==> config.mk <==
export PLATFORM = sky130hd
export DESIGN_NAME = kfps2kb_scancode_decoder
export DESIGN_NICKNAME = d
export VERILOG_FILES = /design/src/rtl/kfps2kb_pkg.sv /design/src/rtl/kfps2kb_event_fifo.sv /design/src/rtl/kfps2kb_scancode_decoder.sv
export SDC_FILE = /design/constraint.sdc
export NUM_CORES = 1
export LEC_CHECK = 0
export ABC_AREA = 1
export BUFFER_PORTS_ARGS = -buffer_cell sky130_fd_sc_hd__buf_2
export CAP_MARGIN = 20
export CORE_MARGIN = 5
export CORE_UTILIZATION = 55
export CTS_BUF_LIST = sky130_fd_sc_hd__clkbuf_16
export CTS_CLUSTER_DIAMETER = 150
export DETAILED_ROUTE_END_ITERATION = 8
export GPL_TIMING_DRIVEN = 0
export PLACE_DENSITY_LB_ADDON = 0.12
export SYNTH_ARGS = -nofsm -noshare
export SYNTH_HDL_FRONTEND = slang
export SYNTH_SLANG_ARGS = --single-unit
==> constraint.sdc <==
create_clock -name clock -period 2.3 [get_ports clock]
set_input_delay 0.115 -clock clock [delete_from_list [all_inputs] [get_ports clock]]
set_output_delay 0.115 -clock clock [all_outputs]
set_load 0.02 [all_outputs]
==> src/rtl/kfps2kb_pkg.sv <==
// Shared types and byte constants for the PS/2 scan-code-set-2 decoder.
// Covers prefix bytes, device status bytes and the key event record stored in the FIFO.
package kfps2kb_pkg;

   typedef enum logic [2:0] {
      ST_IDLE,
      ST_EXT,
      ST_BRK,
      ST_EXT_BRK,
      ST_PAUSE
   } dec_state_t;

   localparam logic [7:0] PREFIX_E0    = 8'hE0;
   localparam logic [7:0] PREFIX_F0    = 8'hF0;
   localparam logic [7:0] PREFIX_E1    = 8'hE1;
   localparam logic [7:0] FAKE_SHIFT_L = 8'h12;
   localparam logic [7:0] FAKE_SHIFT_R = 8'h59;

   localparam logic [7:0] STATUS_BAT_OK   = 8'hAA;
   localparam logic [7:0] STATUS_BAT_FAIL = 8'hFC;
   localparam logic [7:0] STATUS_ACK      = 8'hFA;
   localparam logic [7:0] STATUS_ECHO     = 8'hEE;
   localparam logic [7:0] STATUS_RESEND   = 8'hFE;
   localparam logic [7:0] STATUS_ERR_00   = 8'h00;
   localparam logic [7:0] STATUS_ERR_FF   = 8'hFF;

   // The pause key sends E1 followed by seven more bytes that carry no extra information.
   localparam logic [2:0] PAUSE_SKIP = 3'd7;

   typedef struct packed {
      logic       extended;
      logic       brk;
      logic [7:0] code;
   } key_event_t;

   function automatic logic is_status_byte(input logic [7:0] b);
      return (b == STATUS_BAT_OK) || (b == STATUS_BAT_FAIL) || (b == STATUS_ACK) ||
             (b == STATUS_ECHO)   || (b == STATUS_RESEND)   || (b == STATUS_ERR_00) ||
             (b == STATUS_ERR_FF);
   endfunction

   function automatic logic is_fake_shift(input logic [7:0] b);
      return (b == FAKE_SHIFT_L) || (b == FAKE_SHIFT_R);
   endfunction

endpackage

==> src/rtl/kfps2kb_event_fifo.sv <==
// First-word-fall-through FIFO of decoded key events.
// A push while full is accepted only when a pop frees a slot on the same edge.
module kfps2kb_event_fifo
   import kfps2kb_pkg::*;
#(
   parameter int unsigned DEPTH = 8,
   parameter int unsigned AW    = $clog2(DEPTH)
) (
   input  logic          clock,
   input  logic          reset,
   input  logic          push,
   input  key_event_t    push_data,
   input  logic          pop,
   output key_event_t    head,
   output logic          full,
   output logic          empty,
   output logic [AW:0]   count
);

   localparam logic [AW:0] FULL_COUNT = (AW + 1)'(DEPTH);

   key_event_t    mem_q [DEPTH];
   logic [AW-1:0] wr_ptr_q, wr_ptr_d;
   logic [AW-1:0] rd_ptr_q, rd_ptr_d;
   logic [AW:0]   count_q, count_d;
   logic          do_push, do_pop;

   assign empty   = (count_q == '0);
   assign full    = (count_q == FULL_COUNT);
   assign count   = count_q;
   assign head    = mem_q[rd_ptr_q];
   assign do_pop  = pop && !empty;
   assign do_push = push && (!full || do_pop);

   always_comb begin
      wr_ptr_d = wr_ptr_q;
      rd_ptr_d = rd_ptr_q;
      count_d  = count_q;
      if (do_push) wr_ptr_d = wr_ptr_q + 1'b1;
      if (do_pop)  rd_ptr_d = rd_ptr_q + 1'b1;
      case ({do_push, do_pop})
         2'b10:   count_d = count_q + 1'b1;
         2'b01:   count_d = count_q - 1'b1;
         default: count_d = count_q;
      endcase
   end

   always_ff @(posedge clock or posedge reset) begin
      if (reset) begin
         wr_ptr_q <= '0;
         rd_ptr_q <= '0;
         count_q  <= '0;
      end else begin
         wr_ptr_q <= wr_ptr_d;
         rd_ptr_q <= rd_ptr_d;
         count_q  <= count_d;
      end
   end

   // NOTE: storage is deliberately left out of reset; occupancy guards every read of it.
   always_ff @(posedge clock) begin
      if (do_push) mem_q[wr_ptr_q] <= push_data;
   end

endmodule

==> src/rtl/kfps2kb_scancode_decoder.sv <==
// Decodes PS/2 set-2 prefix sequences (E0/F0/E1) into single key events,
// diverts device status bytes to a pulse port and queues events for the host.
module kfps2kb_scancode_decoder
   import kfps2kb_pkg::*;
#(
   parameter logic [15:0] prefix_timeout = 16'd60000,
   parameter int unsigned fifo_depth     = 8
) (
   input  logic                          clock,
   input  logic                          reset,
   input  logic [7:0]                    scancode,
   input  logic                          scancode_valid,
   input  logic                          scancode_error,
   output logic [7:0]                    event_code,
   output logic                          event_extended,
   output logic                          event_break,
   output logic                          event_valid,
   input  logic                          event_ready,
   output logic [7:0]                    status_code,
   output logic                          status_valid,
   output logic                          overflow,
   output logic [$clog2(fifo_depth):0]   event_count
);

   dec_state_t  state_q, state_d;
   logic [15:0] tmo_q, tmo_d, tmo_inc;
   logic [2:0]  skip_q, skip_d;
   logic [7:0]  status_code_q, status_code_d;
   logic        status_valid_q, status_valid_d;
   logic        overflow_q, overflow_d;

   logic        push, pop, fifo_full, fifo_empty;
   key_event_t  push_ev, head_ev;
   logic        byte_in;

   // An error pulse wins over a coincident good byte.
   assign byte_in = scancode_valid && !scancode_error;

   // State register
   // NOTE: sequential state uses non-blocking assignments only; comb blocks use blocking.
   always_ff @(posedge clock or posedge reset) begin
      if (reset) begin
         state_q        <= ST_IDLE;
         tmo_q          <= '0;
         skip_q         <= '0;
         status_code_q  <= '0;
         status_valid_q <= 1'b0;
         overflow_q     <= 1'b0;
      end else begin
         state_q        <= state_d;
         tmo_q          <= tmo_d;
         skip_q         <= skip_d;
         status_code_q  <= status_code_d;
         status_valid_q <= status_valid_d;
         overflow_q     <= overflow_d;
      end
   end

   // Next-state logic
   // NOTE: every comb output gets a default first so no latch is inferred.
   always_comb begin
      state_d = state_q;
      tmo_d   = tmo_q;
      skip_d  = skip_q;
      tmo_inc = tmo_q + 16'd1;
      if (scancode_error) begin
         state_d = ST_IDLE;
         tmo_d   = '0;
         skip_d  = '0;
      end else if (scancode_valid) begin
         tmo_d = '0;
         case (state_q)
            ST_IDLE: begin
               if (scancode == PREFIX_E0)      state_d = ST_EXT;
               else if (scancode == PREFIX_F0) state_d = ST_BRK;
               else if (scancode == PREFIX_E1) begin
                  state_d = ST_PAUSE;
                  skip_d  = PAUSE_SKIP;
               end
            end
            ST_EXT: begin
               if (scancode == PREFIX_E0)      state_d = ST_EXT;
               else if (scancode == PREFIX_F0) state_d = ST_EXT_BRK;
               else                            state_d = ST_IDLE;
            end
            ST_BRK:     state_d = (scancode == PREFIX_F0) ? ST_BRK : ST_IDLE;
            ST_EXT_BRK: state_d = ST_IDLE;
            ST_PAUSE: begin
               skip_d = skip_q - 3'd1;
               if (skip_q == 3'd1) state_d = ST_IDLE;
            end
            default:    state_d = ST_IDLE;
         endcase
      end else if (state_q != ST_IDLE) begin
         if (tmo_inc >= prefix_timeout) begin
            state_d = ST_IDLE;
            tmo_d   = '0;
            skip_d  = '0;
         end else begin
            tmo_d = tmo_inc;
         end
      end
   end

   // Output logic: event pushes and status/overflow pulses
   always_comb begin
      push           = 1'b0;
      push_ev        = '0;
      push_ev.code   = scancode;
      status_code_d  = status_code_q;
      status_valid_d = 1'b0;
      if (byte_in) begin
         case (state_q)
            ST_IDLE: begin
               if (is_status_byte(scancode)) begin
                  status_code_d  = scancode;
                  status_valid_d = 1'b1;
               end else if (scancode != PREFIX_E0 && scancode != PREFIX_F0 &&
                            scancode != PREFIX_E1) begin
                  push = 1'b1;
               end
            end
            ST_EXT: begin
               push_ev.extended = 1'b1;
               push = (scancode != PREFIX_E0) && (scancode != PREFIX_F0) &&
                      !is_fake_shift(scancode);
            end
            ST_BRK: begin
               push_ev.brk = 1'b1;
               push        = (scancode != PREFIX_F0);
            end
            ST_EXT_BRK: begin
               push_ev.extended = 1'b1;
               push_ev.brk      = 1'b1;
               push             = !is_fake_shift(scancode);
            end
            ST_PAUSE: begin
               push_ev.code = PREFIX_E1;
               push         = (skip_q == 3'd1);
            end
            default: push = 1'b0;
         endcase
      end
   end

   assign pop        = event_ready && !fifo_empty;
   assign overflow_d = push && fifo_full && !pop;

   kfps2kb_event_fifo #(
      .DEPTH (fifo_depth)
   ) u_fifo (
      .clock     (clock),
      .reset     (reset),
      .push      (push),
      .push_data (push_ev),
      .pop       (pop),
      .head      (head_ev),
      .full      (fifo_full),
      .empty     (fifo_empty),
      .count     (event_count)
   );

   // Head fields read as zero while empty so the outputs never expose unwritten storage.
   assign event_valid    = !fifo_empty;
   assign event_code     = fifo_empty ? 8'h00 : head_ev.code;
   assign event_extended = !fifo_empty && head_ev.extended;
   assign event_break    = !fifo_empty && head_ev.brk;
   assign status_code    = status_code_q;
   assign status_valid   = status_valid_q;
   assign overflow       = overflow_q;

endmodule

==> qor.yml <==
synthesis:
  synth.net_count: 643
  syn-cell-area_um2: 5800
  avgSynthCellArea_um2: 9.34
  synth-seq-cells: 122
  synth_edf_count: 80
  synthArstFlopShare_pct: 34.4
  ys_seq_area_share_pct: 59.5
  syn_inst: 621
  synth_top_flop_cell: "edfxtp_1"
  ys_warn_count: 0
  synth.distinct_cells: 32
floorplan:
  rows: 37
  die_x_um: 113
  start_util_pct: 56.2
  core-area_um2: 10300
  dieArea_um2: 12700
  ios: 38
  fp.dieH_um: 113
worst_setup_path:
  required_ns: 2.60
  crit_path_start_kind: "flip-flop"
  end_kind: "flip-flop"
  arrival_ns: 2.58
  rrSetupSlack_ns: 0.03
  crit_type: "flip-flop to flip-flop"
  worstPathMaxFanout: 3
drt:
  routed_wl_um: 14400
  highest_layer: "met4"
  remaining_drc_errors: 0
  wire_per_inst_um: 16.8
  wl_met3_um: 1050
  met2_length_um: 7110
  drt_iter0_markers: 420
  wl_met1_um: 5930
  via_per_inst: 5.67
  antenna_left: 0
  num_vias: 4862
  first_pass_iters: 5
finish:
  area_growth_pct: 25.2
  final_cell_mix: "nand2_1 (124), nor2_1 (96), edfxtp_1 (80)"
  final_cell_area_um2: 7260
  nets: 730
  fin_util_pct: 70.4
  layout_commonest_cell: "nand2_1"
  layout-drive-gt1-share_pct: 21.5
  diodes: 0
  fill_cells: 726
timing:
  tightest_slew_ns: 0.898
  max_slew_margin_pct: 40.1
  setup_violations: 0
  rsz0062_at_grt: "true"
  slew_violations: 0
  post-route-period-util_pct: 98.8
  fmax_mhz: 440
  min_period_ns: 2.27
  hold_viol_final: 0
  finalClockSkew_ns: 0.00725
placement:
  place.gp.congestion: 0.848
  port_buffers: 37
  dpl.hpwl_um: 9270
  place_area_um2: 6160
grt:
  grt_pass1_vias: 4833
  grt_use_total_pct: 23.7
  grt-ovfl-total: 0
  antenna_found_initial: 0
  grt_max_degree: 43
  grt_first_pass_wirelength_um: 23800
clocking:
  clk_pin_slew_ns: 0.06
  cts-htree-levels: 4
  cts_tree: "built"
  clockBufferDepth: 2
  tritoncts.num_buffers: 17
  clock-sinks: 122
  clk-insertion-delay-late_ns: 0.41
  cts-root-buf: "clkbuf_16"
pwr:
  peakVddDrop_v: 0.000569
  power_density_nw_per_um2: 1100
  power.leakage_nw: 3.02
job:
  cap_violations: 0
status:
  outcome: "finished, final reports clean"
worst_hold_path:
  holdCritPathClass: "primary input to flip-flop"
[logic make-up (layout without fill, tap and decap cells)]
logic type               Yosys count  after routing  synth area share, %
AO/OA/AOI/OAI                    101            101                 9.47
buffers and inverters             74            174                 4.94
XOR/XNOR                          11             11                 1.66
flip-flops                       122            122                 59.5
AND/OR/NAND/NOR                  303            303                 22.2
adder cells (fa/ha/maj)           10             10                 2.24
[power breakdown]
group          total (mW)  leakage [nW]  internal, mW  switching [mW]
registers            2.71          1.28          2.57           0.145
clock network        2.69         0.288          1.70           0.989
logic                2.62          1.45         0.870            1.75
[through the flow]
| stage | setup TNS, ns | total power, mW | setup slack, ns | hold WS (ns) | cells |
|---|---|---|---|---|---|
| 2_1_floorplan | 0 | 4.30 | 0.0116 | 0.260 | 621 |
| 3_3_place_gp | -39.20 | 5.01 | -0.527 | 0.381 | 794 |
| 3_5_place_dp | -45.26 | 5.07 | -0.598 | 0.358 | 794 |
| 4_1_cts | 0 | 7.93 | 0.0119 | 0.0469 | 848 |
| 5_1_grt | -1.85 | 8.45 | -0.166 | 0.0625 | 857 |
| 6_report | 0 | 8.03 | 0.0267 | 0.0533 | 857 |
[worst max-delay path: stages, from the launching register on]
cell and delay [ns]:
dfrtp_1 0.41, nor2_4 0.14, inv_2 0.07, nor2_2 0.15, inv_1 0.10, o21ai_2 0.12
nor2_1 0.08, nand2_4 0.10, nand2_4 0.07, nand2_4 0.07, inv_2 0.05, ha_4 0.27
nand3_1 0.07, nand2_1 0.11, nand4_1 0.09, nand2_1 0.10, nand3_1 0.06, nand2_1 0.07
inv_1 0.04
[path summary, 6_finish.rpt]
kind / start / end / cells after the start
max reg2reg: state_q[1]$_DFFE_PP0P_ / u_fifo.count[3]$_DFFE_PP0P_ / 18
min: event_ready / u_fifo.rd_ptr_q[0]$_DFFE_PP0P_ / 3
max: state_q[1]$_DFFE_PP0P_ / u_fifo.count[3]$_DFFE_PP0P_ / 18
min reg2reg: skip_q[1]$_DFFE_PP0P_ / skip_q[1]$_DFFE_PP0P_ / 2
max in group asynchronous: reset / u_fifo.rd_ptr_q[0]$_DFFE_PP0P_ / 3
min in group asynchronous: reset / state_q[1]$_DFFE_PP0P_ / 3
[final cells by class]
cell class | instances | area, um^2 | area share, %
Sequential cell | 122 | 3460 | 47.6
Multi-Input combinational cell | 425 | 2200 | 30.3
Timing Repair Buffer | 69 | 538 | 7.41
Clock buffer | 17 | 425 | 5.86
Inverter | 54 | 203 | 2.79
Clock inverter | 15 | 175 | 2.41
Tap cell | 136 | 170 | 2.34
Buffer | 19 | 98.8 | 1.36
[metal layers]
metal,global-route usage [%],vias to the layer above
li1,-,2285
met1,30.7,2316
met2,38.9,223
met3,6.58,38
met4,7.85,0
met5,0,-
[Yosys cell counts, types with 2 or more instances]
| library cell | instances | area [um^2] |
|---|---|---|
| a31oi_1 | 10 | 62.6 |
| nand2_2 | 2 | 12.5 |
| clkbuf_1 | 18 | 67.6 |
| inv_1 | 51 | 191 |
| nand3_2 | 3 | 30.0 |
| xor2_1 | 7 | 61.3 |
| nand3_1 | 28 | 140 |
| o22ai_1 | 17 | 106 |
| nor2_2 | 7 | 43.8 |
| o21ai_0 | 61 | 305 |
| nand4_1 | 19 | 119 |
| inv_2 | 3 | 11.3 |
| nor2_4 | 2 | 22.5 |
| nor2_1 | 108 | 405 |
| nand2_1 | 129 | 484 |
| xnor2_1 | 4 | 35.0 |
| dfrtp_1 | 42 | 1050 |
| a21oi_1 | 7 | 35.0 |
| ha_1 | 8 | 100 |
| o21ai_1 | 3 | 15.0 |
| edfxtp_1 | 80 | 2400 |
| or2_2 | 2 | 12.5 |
[state kept, by name, summed over array words and instances, names as in the netlist]
register,cells
u_fifo.mem_q,80
tmo_q,16
status_code,8
u_fifo.count,4
skip_q,3
state_q,3
u_fifo.rd_ptr_q,3
u_fifo.wr_ptr_q,3
overflow,1
status_valid,1
[what timing repair did]
item	in CTS	in global routing
hold endpoints to repair	46	0
buffers inserted	19	9
setup endpoints to repair	91	109
resized for setup	27	39
hold buffers	4	0
pin swaps	16	10
gates cloned	0	0
Note: power is estimated with default switching activity, not from simulation.
